File: src/rtl/l2_msg_ingress.sv
// l2_msg_ingress: L2-side ingress buffer for the msg1 (request) and msg3 (response) channels.
// Each channel is captured into its own show-ahead FIFO. One message at a time is offered to
// the L2 directory FSM over a valid/ready handshake. Responses win over requests, and a
// starvation guard forces a request through after STARVE_LIMIT consecutive response grants.
// Upstream cannot be stalled, so a message that arrives at a full FIFO is dropped and a
// sticky overflow flag is raised.
//
// Ports:
//   clk, rst                          clock, synchronous active-high reset
//   msg1_{type,data,tag,source}       request channel, type == MSG_TYPE_EMPTY means idle
//   msg3_{type,data,tag,source}       response channel, type == MSG_TYPE_EMPTY means idle
//   out_valid / out_ready             handshake towards the L2 directory FSM
//   out_chan                          0 = msg1, 1 = msg3
//   out_{type,data,tag,source}        presented message (EMPTY / 0 when !out_valid)
//   msg1_count, msg3_count            FIFO occupancies
//   msg1_ovf, msg3_ovf                sticky drop flags, cleared only by rst
//
// Build option: define L2_INGRESS_BYPASS_EN to let a message that arrives while both FIFOs
// are empty appear on out_* in the same cycle. Undefined (default), out_* depends only on
// registered state and the minimum latency is one cycle.

`ifndef MSG_WIDTH
`define MSG_WIDTH 8
`endif
`ifndef DATA_WIDTH
`define DATA_WIDTH 64
`endif
`ifndef TAG_WIDTH
`define TAG_WIDTH 8
`endif
`ifndef OWNER_BITS
`define OWNER_BITS 6
`endif
`ifndef MSG_TYPE_EMPTY
`define MSG_TYPE_EMPTY 8'd0
`endif

module l2_msg_ingress #(
    parameter int unsigned MSG1_DEPTH   = 4,
    parameter int unsigned MSG3_DEPTH   = 4,
    parameter int unsigned STARVE_LIMIT = 3
) (
    input  logic                          clk,
    input  logic                          rst,
    input  logic [`MSG_WIDTH-1:0]         msg1_type,
    input  logic [`DATA_WIDTH-1:0]        msg1_data,
    input  logic [`TAG_WIDTH-1:0]         msg1_tag,
    input  logic [`OWNER_BITS-1:0]        msg1_source,
    input  logic [`MSG_WIDTH-1:0]         msg3_type,
    input  logic [`DATA_WIDTH-1:0]        msg3_data,
    input  logic [`TAG_WIDTH-1:0]         msg3_tag,
    input  logic [`OWNER_BITS-1:0]        msg3_source,
    output logic                          out_valid,
    input  logic                          out_ready,
    output logic                          out_chan,
    output logic [`MSG_WIDTH-1:0]         out_type,
    output logic [`DATA_WIDTH-1:0]        out_data,
    output logic [`TAG_WIDTH-1:0]         out_tag,
    output logic [`OWNER_BITS-1:0]        out_source,
    output logic [$clog2(MSG1_DEPTH):0]   msg1_count,
    output logic [$clog2(MSG3_DEPTH):0]   msg3_count,
    output logic                          msg1_ovf,
    output logic                          msg3_ovf
);

    localparam int unsigned EW  = `MSG_WIDTH + `DATA_WIDTH + `TAG_WIDTH + `OWNER_BITS;
    localparam int unsigned P1W = $clog2(MSG1_DEPTH);
    localparam int unsigned P3W = $clog2(MSG3_DEPTH);
    localparam int unsigned C1W = P1W + 1;
    localparam int unsigned C3W = P3W + 1;
    localparam int unsigned SW  = $clog2(STARVE_LIMIT + 1);

    typedef logic [EW-1:0] entry_t;

    entry_t           mem1 [MSG1_DEPTH];
    entry_t           mem3 [MSG3_DEPTH];
    logic [P1W-1:0]   rd1_q, wr1_q;
    logic [P3W-1:0]   rd3_q, wr3_q;
    logic [C1W-1:0]   cnt1_q;
    logic [C3W-1:0]   cnt3_q;
    logic             ovf1_q, ovf3_q;
    logic [SW-1:0]    starve_q;
    logic             lock_q;       // a presented message is waiting for out_ready
    logic             lock_chan_q;  // channel that message came from

    entry_t in1, in3, head;
    logic   in1_v, in3_v;
    logic   ne1, ne3, full1, full3, starved;
    logic   nat_chan, sel_chan, bypass, valid_c, fire;
    logic   deq1, deq3, take1, take3, wr1, wr3, drop1, drop3;

    assign in1   = {msg1_type, msg1_data, msg1_tag, msg1_source};
    assign in3   = {msg3_type, msg3_data, msg3_tag, msg3_source};
    assign in1_v = (msg1_type != `MSG_TYPE_EMPTY);
    assign in3_v = (msg3_type != `MSG_TYPE_EMPTY);

    assign ne1     = (cnt1_q != '0);
    assign ne3     = (cnt3_q != '0);
    assign full1   = (cnt1_q == C1W'(MSG1_DEPTH));
    assign full3   = (cnt3_q == C3W'(MSG3_DEPTH));
    assign starved = (starve_q == SW'(STARVE_LIMIT));

    // Responses first, unless requests have waited through STARVE_LIMIT response grants.
    assign nat_chan = ne3 && !(starved && ne1);

`ifdef L2_INGRESS_BYPASS_EN
    assign bypass = !ne1 && !ne3 && (in1_v || in3_v);
`else
    assign bypass = 1'b0;
`endif

    // A stalled presentation keeps its channel so out_* cannot change under the consumer.
    assign sel_chan = bypass ? in3_v : (lock_q ? lock_chan_q : nat_chan);

    always_comb begin
        head = '0;
        if (bypass) begin
            head = in3_v ? in3 : in1;
        end else if (sel_chan) begin
            head = mem3[rd3_q];
        end else begin
            head = mem1[rd1_q];
        end
    end

    assign valid_c = ne1 || ne3 || bypass;
    assign fire    = valid_c && out_ready;
    assign deq1    = fire && !bypass && !sel_chan;
    assign deq3    = fire && !bypass && sel_chan;

    // A bypassed message that is accepted immediately never touches its FIFO.
    assign take1 = in1_v && !(bypass && out_ready && !sel_chan);
    assign take3 = in3_v && !(bypass && out_ready && sel_chan);
    assign wr1   = take1 && (!full1 || deq1);
    assign wr3   = take3 && (!full3 || deq3);
    assign drop1 = take1 && full1 && !deq1;
    assign drop3 = take3 && full3 && !deq3;

    assign out_valid  = valid_c;
    assign out_chan   = valid_c ? sel_chan : 1'b0;
    assign out_type   = valid_c ? head[EW-1 -: `MSG_WIDTH] : `MSG_TYPE_EMPTY;
    assign out_data   = valid_c ? head[`TAG_WIDTH+`OWNER_BITS +: `DATA_WIDTH] : '0;
    assign out_tag    = valid_c ? head[`OWNER_BITS +: `TAG_WIDTH] : '0;
    assign out_source = valid_c ? head[0 +: `OWNER_BITS] : '0;
    assign msg1_count = cnt1_q;
    assign msg3_count = cnt3_q;
    assign msg1_ovf   = ovf1_q;
    assign msg3_ovf   = ovf3_q;

    // Storage is not reset; the pointers and counts define what is valid.
    always_ff @(posedge clk) begin
        if (!rst && wr1) begin
            mem1[wr1_q] <= in1;
        end
        if (!rst && wr3) begin
            mem3[wr3_q] <= in3;
        end
    end

    always_ff @(posedge clk) begin
        if (rst) begin
            rd1_q       <= '0;
            wr1_q       <= '0;
            rd3_q       <= '0;
            wr3_q       <= '0;
            cnt1_q      <= '0;
            cnt3_q      <= '0;
            ovf1_q      <= 1'b0;
            ovf3_q      <= 1'b0;
            starve_q    <= '0;
            lock_q      <= 1'b0;
            lock_chan_q <= 1'b0;
        end else begin
            if (wr1) wr1_q <= wr1_q + P1W'(1);
            if (deq1) rd1_q <= rd1_q + P1W'(1);
            if (wr3) wr3_q <= wr3_q + P3W'(1);
            if (deq3) rd3_q <= rd3_q + P3W'(1);

            case ({wr1, deq1})
                2'b10:   cnt1_q <= cnt1_q + C1W'(1);
                2'b01:   cnt1_q <= cnt1_q - C1W'(1);
                default: cnt1_q <= cnt1_q;
            endcase
            case ({wr3, deq3})
                2'b10:   cnt3_q <= cnt3_q + C3W'(1);
                2'b01:   cnt3_q <= cnt3_q - C3W'(1);
                default: cnt3_q <= cnt3_q;
            endcase

            if (drop1) ovf1_q <= 1'b1;
            if (drop3) ovf3_q <= 1'b1;

            if (deq1 || !ne1) begin
                starve_q <= '0;
            end else if (deq3 && !starved) begin
                starve_q <= starve_q + SW'(1);
            end

            lock_q      <= valid_c && !out_ready;
            lock_chan_q <= sel_chan;
        end
    end

endmodule

File: config.mk
export PLATFORM = sky130hd
export DESIGN_NAME = l2_msg_ingress
export DESIGN_NICKNAME = d
export VERILOG_FILES = /design/src/rtl/l2_msg_ingress.sv
export SDC_FILE = /design/constraint.sdc
export NUM_CORES = 1
export LEC_CHECK = 0
export CORE_AREA = 4 4 210 212
export DETAILED_ROUTE_END_ITERATION = 10
export DIE_AREA = 0 0 214 216
export DONT_BUFFER_PORTS = 1
export HOLD_SLACK_MARGIN = 0.03
export PLACE_DENSITY = 0.91
export SYNTH_ARGS = -nofsm -noshare
export SYNTH_HDL_FRONTEND = slang
export SYNTH_SLANG_ARGS = --single-unit
File: constraint.sdc
create_clock -name clk -period 11.2 [get_ports clk]
set_input_delay 1.68 -clock clk [delete_from_list [all_inputs] [get_ports clk]]
set_output_delay 1.68 -clock clk [all_outputs]
set_load 0.01 [all_outputs]
==> impl_metrics.ini, run 1 <==
[floorplanning]
coreArea_mm2 = 0.04195
die_h_um = 216
initial_core_util_pct = 64.80
die_area_mm2 = 0.04622
die_w_um = 214
ios = 271
num_rows = 75

[sta]
timing.final.crit_share_pct = 48.30
rsz0062_at_grt = no
setup_violations = 0
fin_crit_ns = 5.410
clock.fmax_mhz = 184.8
slew_violations = 0
clock_skew_ns = 0.01458
fin_setup_tns_ns = 0
worst_pin_slew_ns = 1.216
setup_ws_ns = 5.790
finalHoldViolations = 0
maxSlewHeadroom_pct = 18.90

[clocking]
clk_path_buf_depth = 3
insertion_delay_ns = 0.59
clock_sinks = 712
cts.clk_slew.worst_paths_ns = 0.06
postCtsSetupBuffers = 0
numCtsBuffers = 69
cts_resized = 0
htreeDepth = 3
cts_tree = built
cts-root-buf = clkbuf_16
ctsHoldBuffers = 0

[setup_path]
timing.rr.end = msg3_count[2]$_SDFFE_PP0P_
cp_top_family = compound AO/OA/AOI/OAI gates
reg2reg_depth = 8
slowest_stage = buf_4
rr_startpoint = msg3_count[2]$_SDFFE_PP0P_
required_ns = 9.52
crit_path_max_fanout = 66
path_buf_inv = 1
worstPathArrival_ns = 3.73
rrSetupSlack_ns = 7.39
cp-start-kind = flip-flop
path_depth = 5
path_class = reg2out
cp-end-kind = output pin
path_cells = nor3_2, o31a_2, buf_4, nand2_1, a21oi_1
slowest_delay_ns = 0.84

[yosys]
yosysWarnings = 0
syn_area_mm2 = 0.02718
synth_edf_count = 688
synth_nets = 1513
synth_seq_area_share_pct = 77.78
ys_ff_latch = 712
synth_top_area_share_pct = 76.01
syn_inst = 1326
synth.distinct_cells = 41
ys.flop_type = edfxtp_1
syn_avg_cell_area_um2 = 20.50
synth_area_leader_cell = edfxtp_1
synth_area_leaders = edfxtp_1, mux4_2, nand2_1
synth-async-reset-ratio_pct = 0

[place]
place_hpwl_um = 34620
port_buffers = 0
place_ws_ns = 6.512
gp_routability_congestion = 0.7992

[cells_and_area]
n_antenna_cell = 0
layout-drive-gt1-share_pct = 22.00
final_util_pct = 71.37
final_cell_mix = edfxtp_1, nand2_1, mux4_2
nNetsFinal = 1527
syn2layout_area_growth_pct = 10.15
final_common_cell = edfxtp_1

[routing]
vias_per_cell = 6.835
drc = 0
num_vias = 13191
wl_per_cell_um = 31.67
ant_nets = 0
wl_um = 61120
first_pass_iters = 5
drtIter0Drc = 1629

[pwr]
vdd_drop_max_mv = 0.1951
p_seq_share_pct = 44.7
clock_power_share_pct = 29.9
power_density_mw_per_mm2 = 255.1
cellInternalPower_uw = 5233
p_comb_share_pct = 25.3
switching_share_pct = 31.48
switchingPower_uw = 2404
finalPower_uw = 7637
p_leak_uw = 0.009417

[grt]
track_usage_pct = 26.81
grt-ovfl-total = 0
grt_start_max_net_pins = 90
grt_pass1_wl_um = 90730
antenna_found_initial = 1
grt_pass1_vias = 13995

[min_path]
worstHoldEndpoint = starve_q[1]$_SDFFE_PP0P_
hold_path.startpoint = starve_q[1]$_SDFFE_PP0P_
hold_class = reg2reg
min_path_cells = 2

[flow_run]
cap_violations = 0

[run_status]
status = complete, no violations
==> per-layer routing <==
| metal | part of all wire [%] | global-route usage, % | wire length [µm] |
|---|---|---|---|
| met1 | 35 | 33.22 | 21180 |
| met2 | 52 | 45.20 | 31520 |
| met3 | 10 | 8.565 | 6395 |
| met4 | 3.3 | 9.898 | 2023 |
| met5 | 0 | 0 | 0 |
==> worst register-to-register path, cell delays in order (launching register included) <==
cell	delay [ns]
dfxtp_1	0.44
nor3_2	0.55
o31a_2	0.75
buf_4	0.85
or3_4	0.31
fa_1	0.15
inv_1	0.05
o31a_1	0.30
mux2_1	0.30
==> registers in the layout, summed over array words and instances (netlist names), named ones only <==
name         flops
rd3_q            2
mem3           344
rd1_q            2
wr1_q            2
msg1_count       3
msg3_count       3
msg3_ovf         1
lock_chan_q      1
mem1           344
msg1_ovf         1
wr3_q            2
starve_q         2
lock_q           1
==> logic make-up after synthesis <==
kind of cell / Yosys count / share of synthesized area [%]
simple gates: 227 / 3.388
fa+ha+maj: 12 / 0.6076
flops: 712 / 77.78
buf+inv: 81 / 1.220
compound gates: 106 / 2.191
mux: 178 / 14.50
xor+xnor: 10 / 0.3222
==> synthesized netlist by cell type (2+ instances only) <==
library cell and instances:
edfxtp_1 688, nor2b_1 2, xnor2_1 6, o21ai_0 2, mux2i_1 4, ha_1 10, fa_1 2, dfxtp_1 24
o31a_1 3, clkbuf_1 49, mux4_2 172, buf_2 22, nand3_1 2, nor4_1 4, inv_1 9, and2_1 9
a21oi_1 89, xor2_1 4, o311ai_0 2, nor2_1 24, nor3_1 3, nand2_1 177
==> stage by stage <==
stage / area [µm²] / hold slack [ns] / instances
after global placement: 27710 / 0.4636 / 1808
after CTS: 29940 / 0.4985 / 1930
after global routing: 29940 / 0.5235 / 1930
final: 29940 / 0.4949 / 1930
after detailed placement: 27710 / 0.4901 / 1808
after floorplan: 27180 / 0.4548 / 1326
==> how the worst max path moves through the flow <==
stage                                    start  slack (ns)                   end
global placement    msg1_count[0]$_SDFFE_PP0P_        6.52          out_data[63]
finish              msg3_count[2]$_SDFFE_PP0P_        5.79            out_tag[5]
CTS                 msg3_count[2]$_SDFFE_PP0P_        5.85            out_tag[5]
floorplan                            out_ready        6.23  mem3[0][0]$_DFFE_PP_
detailed placement  msg3_count[2]$_SDFFE_PP0P_        6.51          out_data[43]
global route        msg3_count[2]$_SDFFE_PP0P_        5.64          out_data[41]
==> cell type report <==
cell class                 count  area (µm²)
sequential                   712       21160
fill                        2310       12010
multi-input combinational    533        5733
clock buffer                  84        1847
tap                          539       674.4
clock inverter                38       382.9
timing repair buffer          15       112.6
inverter                       9       33.78
==> power by group through the flow <==
stage / logic, µW / registers [µW] / clock network, µW
finish: 1940 / 3420 / 2280
global route: 2070 / 3450 / 2440
CTS: 1960 / 3430 / 2320
detailed placement: 1920 / 3470 / 0
global placement: 1870 / 3450 / 0
floorplan: 1510 / 3340 / 0
Power figures use the tool's default switching activity.
==> run 2: changes to the inputs <==
==> config.mk (replaced) <==
export PLATFORM = sky130hd
export DESIGN_NAME = l2_msg_ingress
export DESIGN_NICKNAME = d
export VERILOG_FILES = /design/src/rtl/l2_msg_ingress.sv
export SDC_FILE = /design/constraint.sdc
export NUM_CORES = 1
export LEC_CHECK = 0
export CORE_AREA = 4 4 213 215
export DETAILED_ROUTE_END_ITERATION = 10
export DIE_AREA = 0 0 217 219
export DONT_BUFFER_PORTS = 1
export HOLD_SLACK_MARGIN = 0.03
export PLACE_DENSITY = 0.89
export SYNTH_ARGS = -nofsm -noshare
export SYNTH_HDL_FRONTEND = slang
export SYNTH_SLANG_ARGS = --single-unit
==> constraint.sdc (replaced) <==
create_clock -name clk -period 5.6 [get_ports clk]
set_input_delay 0.84 -clock clk [delete_from_list [all_inputs] [get_ports clk]]
set_output_delay 0.84 -clock clk [all_outputs]
set_load 0.01 [all_outputs]
==> impl_metrics.ini, run 2 (synthesis results as in run 1) <==
[run_status]
status = complete, no violations

[cells_and_area]
n_antenna_cell = 0
syn2layout_area_growth_pct = 10.61
fin_cells = 1994
multi_input_area_mm2 = 0.005733
layout-drive-gt1-share_pct = 22.33
largestRegisters = mem1 (344), mem3 (344)
final_cell_mix = edfxtp_1, nand2_1, mux4_2
final_common_cell = edfxtp_1
seq_area_mm2 = 0.02116
nNetsFinal = 1535
n_fill_cell = 2630
final_area_mm2 = 0.03007

[clocking]
ctsHoldBuffers = 0
cts.clk_slew.worst_paths_ns = 0.06
cts_resized = 0
clk_path_buf_depth = 3
clock_sinks = 712
postCtsSetupBuffers = 0
cts-root-buf = clkbuf_16
htreeDepth = 3
numCtsBuffers = 69
cts_tree = built
insertion_delay_ns = 0.57

[sta]
timing.final.crit_share_pct = 73.53
rsz0062_at_grt = no
maxSlewHeadroom_pct = 16.96
fin_crit_ns = 4.118
clock.fmax_mhz = 242.8
clock_skew_ns = 0.02469
fin_setup_tns_ns = 0
finalHoldViolations = 0
slew_violations = 0
worst_pin_slew_ns = 1.246
setup_violations = 0

[min_path]
hold_class = in2reg
hold_path.startpoint = rst

[routing]
drtIter0Drc = 1303
drc = 0
first_pass_iters = 5
wl_per_cell_um = 29.20
ant_nets = 0
wl_um = 58230
num_vias = 12867
vias_per_cell = 6.453

[grt]
grt_start_max_net_pins = 90
antenna_found_initial = 0
track_usage_pct = 24.90
grt-ovfl-total = 0
grt_pass1_vias = 13780
grt_pass1_wl_um = 86750

[floorplanning]
ios = 271
die_w_um = 217
num_rows = 77
coreArea_mm2 = 0.04374
die_h_um = 219
die_area_mm2 = 0.04752
initial_core_util_pct = 62.14

[place]
port_buffers = 0
place_hpwl_um = 35160
placed_cells = 1869
dpl_cell_area_mm2 = 0.02786
gp_routability_congestion = 0.7642

[pwr]
clock_power_share_pct = 29.6
p_seq_share_pct = 44.9
vdd_drop_max_mv = 0.5120
switching_share_pct = 31.18
p_comb_share_pct = 25.5
switchingPower_uw = 4732
p_leak_uw = 0.009448
cellInternalPower_uw = 10440
power_density_mw_per_mm2 = 504.8

[setup_path]
worstPathArrival_ns = 3.28
path_class = reg2out
cp-start-kind = flip-flop
required_ns = 4.76
crit_path_max_fanout = 46
rr_startpoint = msg3_count[0]$_SDFFE_PP0P_
cp-startpoint = msg1_count[0]$_SDFFE_PP0P_
cp-end-kind = output pin

[flow_run]
cap_violations = 0
-- run 2: final cells by class --
class	count	share of cell area, %
clock buffer	86	6.238
clock inverter	39	1.095
inverter	9	0.1124
multi-input combinational	533	19.07
sequential	712	70.36
tap	592	2.464
timing repair buffer	23	0.6575
-- run 2: per-layer routing --
metal	vias up	wire (µm)	global-route usage, %
met1	6767	21330	31.82
li1	5391	-	-
met2	591	29830	41.37
met4	0	1775	8.480
met5	-	0	0
met3	118	5297	7.837
-- run 2: path summary, 6_finish.rpt --
| check | cells past startpoint | endpoint | slack [ns] |
|---|---|---|---|
| worst max-delay path | 5 | out_data[63] | 1.48 |
| worst min-delay path | 1 | lock_chan_q$_SDFF_PP0_ | 0.33 |
| worst max register to register | 6 | mem3[2][69]$_DFFE_PP_ | 2.05 |
| worst min register to register | 2 | starve_q[1]$_SDFFE_PP0P_ | 0.49 |
-- run 2: worst max-delay path, stage by stage, from the launching register on --
cell     delay, ns
dfxtp_1       0.44
o31a_1        0.39
o31ai_4       0.93
buf_12        0.37
nand2_1       0.13
a21oi_1       0.43
-- run 2: stage by stage --
step / setup WS (ns) / hold slack, ns / utilization [%] / power, µW
global route: 1.378 / 0.3003 / 68.74 / 15840
CTS: 1.392 / 0.2977 / 68.74 / 15300
global placement: 2.028 / 0.4655 / 63.70 / 10700
finish: 1.482 / 0.3312 / 68.74 / 15180
detailed placement: 1.939 / 0.4868 / 63.70 / 10820
floorplan: 1.473 / 0.4548 / - / 9703
-- run 2: power groups by stage --
| stage | combinational [µW] | clock (µW) | sequential (µW) |
|---|---|---|---|
| global route | 4140 | 4810 | 6890 |
| finish | 3870 | 4490 | 6820 |
| global placement | 3800 | 0 | 6900 |
| detailed placement | 3880 | 0 | 6940 |
| CTS | 3910 | 4550 | 6840 |
| floorplan | 3020 | 0 | 6680 |
